--- config.mk ---
export PLATFORM = sky130hd
export DESIGN_NAME = aes_round_sequencer
export DESIGN_NICKNAME = d
export VERILOG_FILES = /design/src/rtl/aes_round_sequencer.sv
export SDC_FILE = /design/constraint.sdc
export NUM_CORES = 1
export LEC_CHECK = 0
export BUFFER_PORTS_ARGS = -buffer_cell sky130_fd_sc_hd__buf_2
export CORE_AREA = 2 2 256 258
export DETAILED_ROUTE_END_ITERATION = 10
export DIE_AREA = 0 0 258 260
export GPL_TIMING_DRIVEN = 0
export MAX_ROUTING_LAYER = met4
export SKIP_CTS_REPAIR_TIMING = 1
export SLEW_MARGIN = 5
export SYNTH_ARGS = -nofsm -noshare
export SYNTH_HDL_FRONTEND = slang
export SYNTH_SLANG_ARGS = --single-unit
--- constraint.sdc ---
create_clock -name clk -period 2.3 [get_ports clk]
set_clock_uncertainty 0.15 [all_clocks]
set_input_delay 0.69 -clock clk [delete_from_list [all_inputs] [get_ports clk]]
set_output_delay 0.69 -clock clk [all_outputs]
set_load 0.01 [all_outputs]
--- src/rtl/aes_round_sequencer.sv ---
// Iterative AES-128 round controller: owns the cipher state, fetches one round key per
// handshake, XORs it onto the external round datapath result and hands back the ciphertext.
module aes_round_sequencer #(
    parameter int NR = 10,
    parameter int RW = 4
) (
    input  logic          clk,
    input  logic          rst_n,
    input  logic          start_valid,
    output logic          start_ready,
    input  logic [127:0]  block_in,
    output logic          key_req,
    input  logic          key_valid,
    input  logic [127:0]  round_key,
    output logic [RW-1:0] round_idx,
    output logic [127:0]  dp_state,
    output logic          dp_last,
    input  logic [127:0]  dp_result,
    output logic          done_valid,
    input  logic          done_ready,
    output logic [127:0]  block_out,
    output logic          busy
);

    typedef enum logic [1:0] {IDLE, KEY0, ROUND, DONE} fsm_e;

    localparam logic [RW-1:0] LAST_IDX = RW'(NR);

    fsm_e          fsm_q, fsm_d;
    logic [127:0]  state_q, state_d;
    logic [RW-1:0] idx_q, idx_d;

    always_ff @(posedge clk or negedge rst_n) begin
        if (!rst_n) begin
            fsm_q   <= IDLE;
            state_q <= '0;
            idx_q   <= '0;
        end else begin
            fsm_q   <= fsm_d;
            state_q <= state_d;
            idx_q   <= idx_d;
        end
    end

    always_comb begin
        fsm_d       = fsm_q;
        state_d     = state_q;
        idx_d       = idx_q;
        start_ready = 1'b0;
        key_req     = 1'b0;
        done_valid  = 1'b0;
        case (fsm_q)
            IDLE: begin
                start_ready = 1'b1;
                if (start_valid) begin
                    state_d = block_in;
                    idx_d   = '0;
                    fsm_d   = KEY0;
                end
            end
            KEY0: begin
                // Initial AddRoundKey: the datapath is not involved
                key_req = 1'b1;
                if (key_valid) begin
                    state_d = state_q ^ round_key;
                    idx_d   = RW'(1);
                    fsm_d   = ROUND;
                end
            end
            ROUND: begin
                key_req = 1'b1;
                if (key_valid) begin
                    state_d = dp_result ^ round_key;
                    if (idx_q == LAST_IDX) fsm_d = DONE;
                    else                   idx_d = idx_q + RW'(1);
                end
            end
            DONE: begin
                done_valid = 1'b1;
                // Clear on drain so no ciphertext lingers on dp_state/block_out
                if (done_ready) begin
                    fsm_d   = IDLE;
                    idx_d   = '0;
                    state_d = '0;
                end
            end
            default: fsm_d = IDLE;
        endcase
    end

    assign round_idx = idx_q;
    assign dp_state  = state_q;
    assign dp_last   = (fsm_q == ROUND) && (idx_q == LAST_IDX);
    assign block_out = state_q;
    assign busy      = (fsm_q != IDLE);

endmodule
# [Word-level counts from Yosys, hierarchy flattened]
# Cells that the tools add are included.
[classes] muxes=20 bitwise_logic=2 eq_ne=10 n_reduce_logical=7 addsub=1
[ops] op="$mux 128" count=4
[ops] op="$pmux 128 s4" count=1
[ops] op="$xor 128x128->128" count=2
[ops] op="$mux 4" count=5
[ops] op="$pmux 4 s4" count=1
[ops] op="$ne 2x2->1 const B" count=6
[ops] op="$mux 2" count=5
[ops] op="$reduce_and 5->1" count=2
[ops] op="$pmux 2 s4" count=1
[ops] op="$add 4x1->4 const B" count=1
[ops] op="$eq 2x2->1 const B" count=2
[ops] op="$eq 4x4->1 const B" count=1
[ops] op="$reduce_and 4->1" count=1
[ops] op="$mux 1" count=3
[ops] op="$eq 2x1->1 const B" count=1
[ops] op="$logic_not 2->1" count=1
[ops] op="$reduce_bool 2->1" count=1
[ops] op="$reduce_or 2->1" count=1
[ops] op="$logic_and 1x1->1" count=1
[word_totals] elab_cells=43 register_bits=134 inputBits=389 out_inout_bits=265

# [Logic depth before layout (Yosys ltp)]
[depth] depth_word=4 depth_mapped=9 depth_no_buf=6

# [Worst setup path before layout]
# OpenSTA, ideal clock, no wires.
[synth_path] path_type="reg-to-reg" start="reg fsm_q[0]" end="reg idx_q[1], in the netlist round_idx[1]" path_buffers=1 stages_incl_launch_ff=8 path_slack_ps=328 setup_time_ps=125 synth_period_minus_slack_ps=1972 arrival_time_ps=1698 required_ps=2025 cell_sequence="dfrtp_1 -> inv_1 -> ha_1 -> inv_1 -> o221ai_1 -> buf_2 -> nand2b_1 -> mux2_2"
[synth_via] elab_chain_cells=3 word_cells_on_any_way=11 cone_classes="eq/ne (8); mux (1); reduce/logical (2)"
[synth_lines] item="from (decl)" line_no="29" text="fsm_e fsm_q, fsm_d;"
[synth_lines] item="from (signal assigned)" line_no="39" text="fsm_q <= fsm_d;"
[synth_lines] item="$eq 2x2->1, or another cell as far along" line_no="52" text="case (fsm_q)"
[synth_lines] item="$ne 2x2->1 (no source line)"
[synth_lines] item="$reduce_and 5->1 (no source line)"
[synth_lines] item="to (signal assigned)" line_no="41" text="idx_q <= idx_d;"
[synth_lines] item="to (decl)" line_no="31" text="logic [RW-1:0] idx_q, idx_d;"
# Parallel ways exist; a longest one is shown, timed or not.
# A chain may end at the register's enable or synchronous reset.

# [Worst setup path in the final report]
[layout_path] start="reg fsm_q[0]" end="out dp_last"
[layout_via] elab_chain_cells=2
[layout_lines] item="$eq 2x2->1" line_no="93" text="assign dp_last = (fsm_q == ROUND) && (idx_q == LAST_IDX);"
[layout_lines] item="$logic_and 1x1->1" line_no="93"
[layout_lines] item="to (decl)" line_no="17" text="output logic dp_last,"
# Every way passes these cells.

==> run_results.csv <==
group,metric,value,unit
critical_path,start_kind,"flip-flop",
flow_run,drv.max_cap_violation_count,0,
layout,drive_above_1_share,54.0,%
min_path,min_path_type,"in2async",
grt,track_usage,13.9,%
critical_path,crit_path_end_kind,"output pin",
layout,areaGrowthSynthToFinish,59.4,%
timing,worst_setup_slack_after_layout,-0.222,ns
synthesis,flop_and_latch_count_out_of_synthesis,134,
grt,grt_first_pass_wirelength,65.4,mm
synthesis,ys.warnings.count,0,
timing,fmax_achieved,397,MHz
die,die-area,67100,um^2
timing,part_of_the_cycle_the_worst_path_needs,110,%
placement,hpwlAfterDp,38.2,mm
timing,tightest_slew,0.682,ns
synthesis,mean_syn_cell_area,9.35,um^2
layout,num-nets-final,2104,
power,irDropWorstVdd,735,uV
clock_network,cts_max_path_buffers,2,
die,dieWidth,258,um
grt,grt_max_degree,75,
clock_network,cts_made_buffers,17,
timing,max-slew-margin-rel,54.6,%
timing,setup_violations,3,
critical_path,crit_arrival,1.68,ns
drt,remaining_drc_errors,0,
clock_network,clk_pin_slew_worst_paths,0.06,ns
critical_path,worst_path_cell_with_the_longest_stage_delay,"dfrtp_1",
drt,detailroute.via_count,10100,
critical_path,path_buf_inv,5,
drt,detailedRoute.firstIterationViolations,534,
critical_path,timing.critical_path.required,1.46,ns
synthesis,syn_inst,1014,
synthesis,synthDistinctLibCells,27,
layout,stdcell_count,2578,
die,rows,93,
power,leakage,7.49,nW
drt,wl_per_cell,18.5,um
clock_network,h-tree-depth,4,
clock_network,cts_root_buf,"clkbuf_16",
clock_network,worst_skew_pair.late_latency,0.46,ns
placement,port-buffer-count,653,
die,top_level_i_o_count,654,
drt,drt_wl_total,47.7,mm
timing,slew_viol_final,0,
timing,hold_viol_final,0,
synthesis,synth_fp_nets,1411,
run_status,status,"finished with violations",
grt,grt_pass1_vias,9900,
clock_network,cts_tree,"done",
placement,placed_cells,2523,
timing,final_period_minus_worst_setup_slack,2.52,ns
critical_path,crit_path_cell_trace,"inv_2, ha_4, buf_8, buf_12, nand2_8, inv_4, buf_6",
power,fin_total_pwr,23.8,mW
critical_path,criticalPathCategory,"reg2out",
die,die_height,260,um
grt,globalRouteOverflowTotal,0,
placement,final_wtd_congestion,0.854,
critical_path,worst_path_dominant_cell_family,"buffers and inverters",
grt,antenna_found_initial,17,
timing,rsz0062_at_grt,"true",
power,power_per_cell_area,1570,nW/um^2
synthesis,post_synthesis_cell_area,9480,um^2
layout,layout.core_utilization,23.6,%
drt,drtAntennaViolNets,0,
run_status,violations_in_the_final_reports,"setup timing",
synthesis,yosysSeqAreaShare,35.4,%
critical_path,critical_path.max_stage_delay,0.43,ns
die,initial_core_util,14.8,%
drt,route.detailed.vias_per_inst,3.93,
clock_network,clk_sinks,134,
layout,num-fill-cells,7049,
critical_path,critical_path_peak_fanout,5,
die,core-area,64100,um^2
drt,drt_pass1_iterations,5,
placement,detailedPlace.worstSlack,-0.730,ns
synthesized netlist by cell type, drive strengths merged:
cell	n	area share, %
ha	8	1.1
dfrtp	134	35
mux2	2	0.24
o31ai	1	0.079
o32a	2	0.21
clkbuf	32	1.3
nor4	1	0.066
xnor2	128	12
o22ai	1	0.066
mux2i	128	14
and3b	2	0.18
inv	5	0.20
nand3	2	0.11
nand2	132	5.2
a221o	1	0.11
nor2b	2	0.13
nor2	4	0.16
o21ai	129	6.8
buf	168	13
o221ai	1	0.092
nand2b	2	0.13
a22oi	128	10
and3	1	0.066
worst paths after layout:
check,from,to,slack [ns],depth (start not counted)
setup / recovery,fsm_q[0],dp_last,-0.22,7
hold / removal,rst_n,block_out[83],0.02,1
setup reg to reg,fsm_q[0],block_out[73],-0.01,10
hold reg to reg,block_out[17],block_out[17],0.37,2
max in group asynchronous,rst_n,block_out[24],1.13,2
min in group clk,block_in[30],block_out[30],0.36,3
per-stage QoR:
step | hold WS, ns | area, um^2 | setup TNS, ns
floorplan | 0.244 | 9480 | 0
global placement | 0.364 | 13800 | -326.36
detailed placement | 0.367 | 13800 | -67.05
CTS | 0.0150 | 14500 | -70.82
global route | 0.0452 | 15100 | -1.28
finish | 0.0200 | 15100 | -0.274
registers in the layout (all words and copies together) (netlist names):
name / flops
fsm_q: 2
round_idx: 4
block_out: 128
area by class of cell:
type	instances	area [um^2]	share of cell area, %
Sequential cell	134	3360	22.2
Clock inverter	13	193	1.28
Clock buffer	19	453	3.00
Inverter	5	23.8	0.157
Antenna cell	3	7.51	0.0497
Buffer	196	1530	10.1
Multi-Input combinational cell	675	4890	32.4
Timing Repair Buffer	678	3590	23.7
Tap cell	855	1070	7.08
per-layer routing:
layer | GRT usage (%) | routed length [um] | share of wire (%)
met1 | 15.2 | 18400 | 39
met2 | 23.7 | 24100 | 50
met3 | 3.75 | 3390 | 7.1
met4 | 6.37 | 1860 | 3.9
met5 | - | 0 | 0
where the power goes:
part	total, mW	switching (mW)	internal, mW
registers	4.65	1.23	3.43
clock network	3.13	1.24	1.88
logic	16.0	8.45	7.56
total	23.8	10.9	12.9
layout by cell type, fill, tap and decap left out, types with 2 or more instances in the layout:
master      instances
mux2_2              2
buf_8               4
a22oi_1           127
xnor2_1           127
clkbuf_2           24
nor2_1              4
buf_4             162
clkbuf_16          19
ha_1                6
diode_2             3
nand2b_1            2
nand3_1             2
clkbuf_1            2
ha_4                2
bufinv_16           4
inv_1               2
clkbuf_4            2
clkbuf_8            2
nand2_1           131
inv_6               3
o32a_1              2
mux2i_4             2
dfrtp_1           132
clkinv_4            3
dfrtp_2             2
mux2i_2             7
o21ai_0            60
clkinvlp_4          2
mux2i_1           119
buf_6              22
buf_2             649
inv_4               2
buf_12              6
o21ai_1            69
worst register-to-register path: stages (launching register included):
cell     delay, ns
dfrtp_1       0.43
inv_2         0.13
ha_4          0.15
buf_8         0.11
buf_12        0.15
buf_4         0.20
buf_12        0.13
mux2i_4       0.30
xnor2_2       0.09
a22oi_2       0.24
o21ai_1       0.12
cell families after synthesis:
logic type | synth area share, %
compound gates | 17.5
xor+xnor | 11.8
fa+ha+maj | 1.06
buf+inv | 14.4
flops | 35.4
mux | 13.8
simple gates | 6.07
Note: power is estimated with default switching activity, not from simulation.
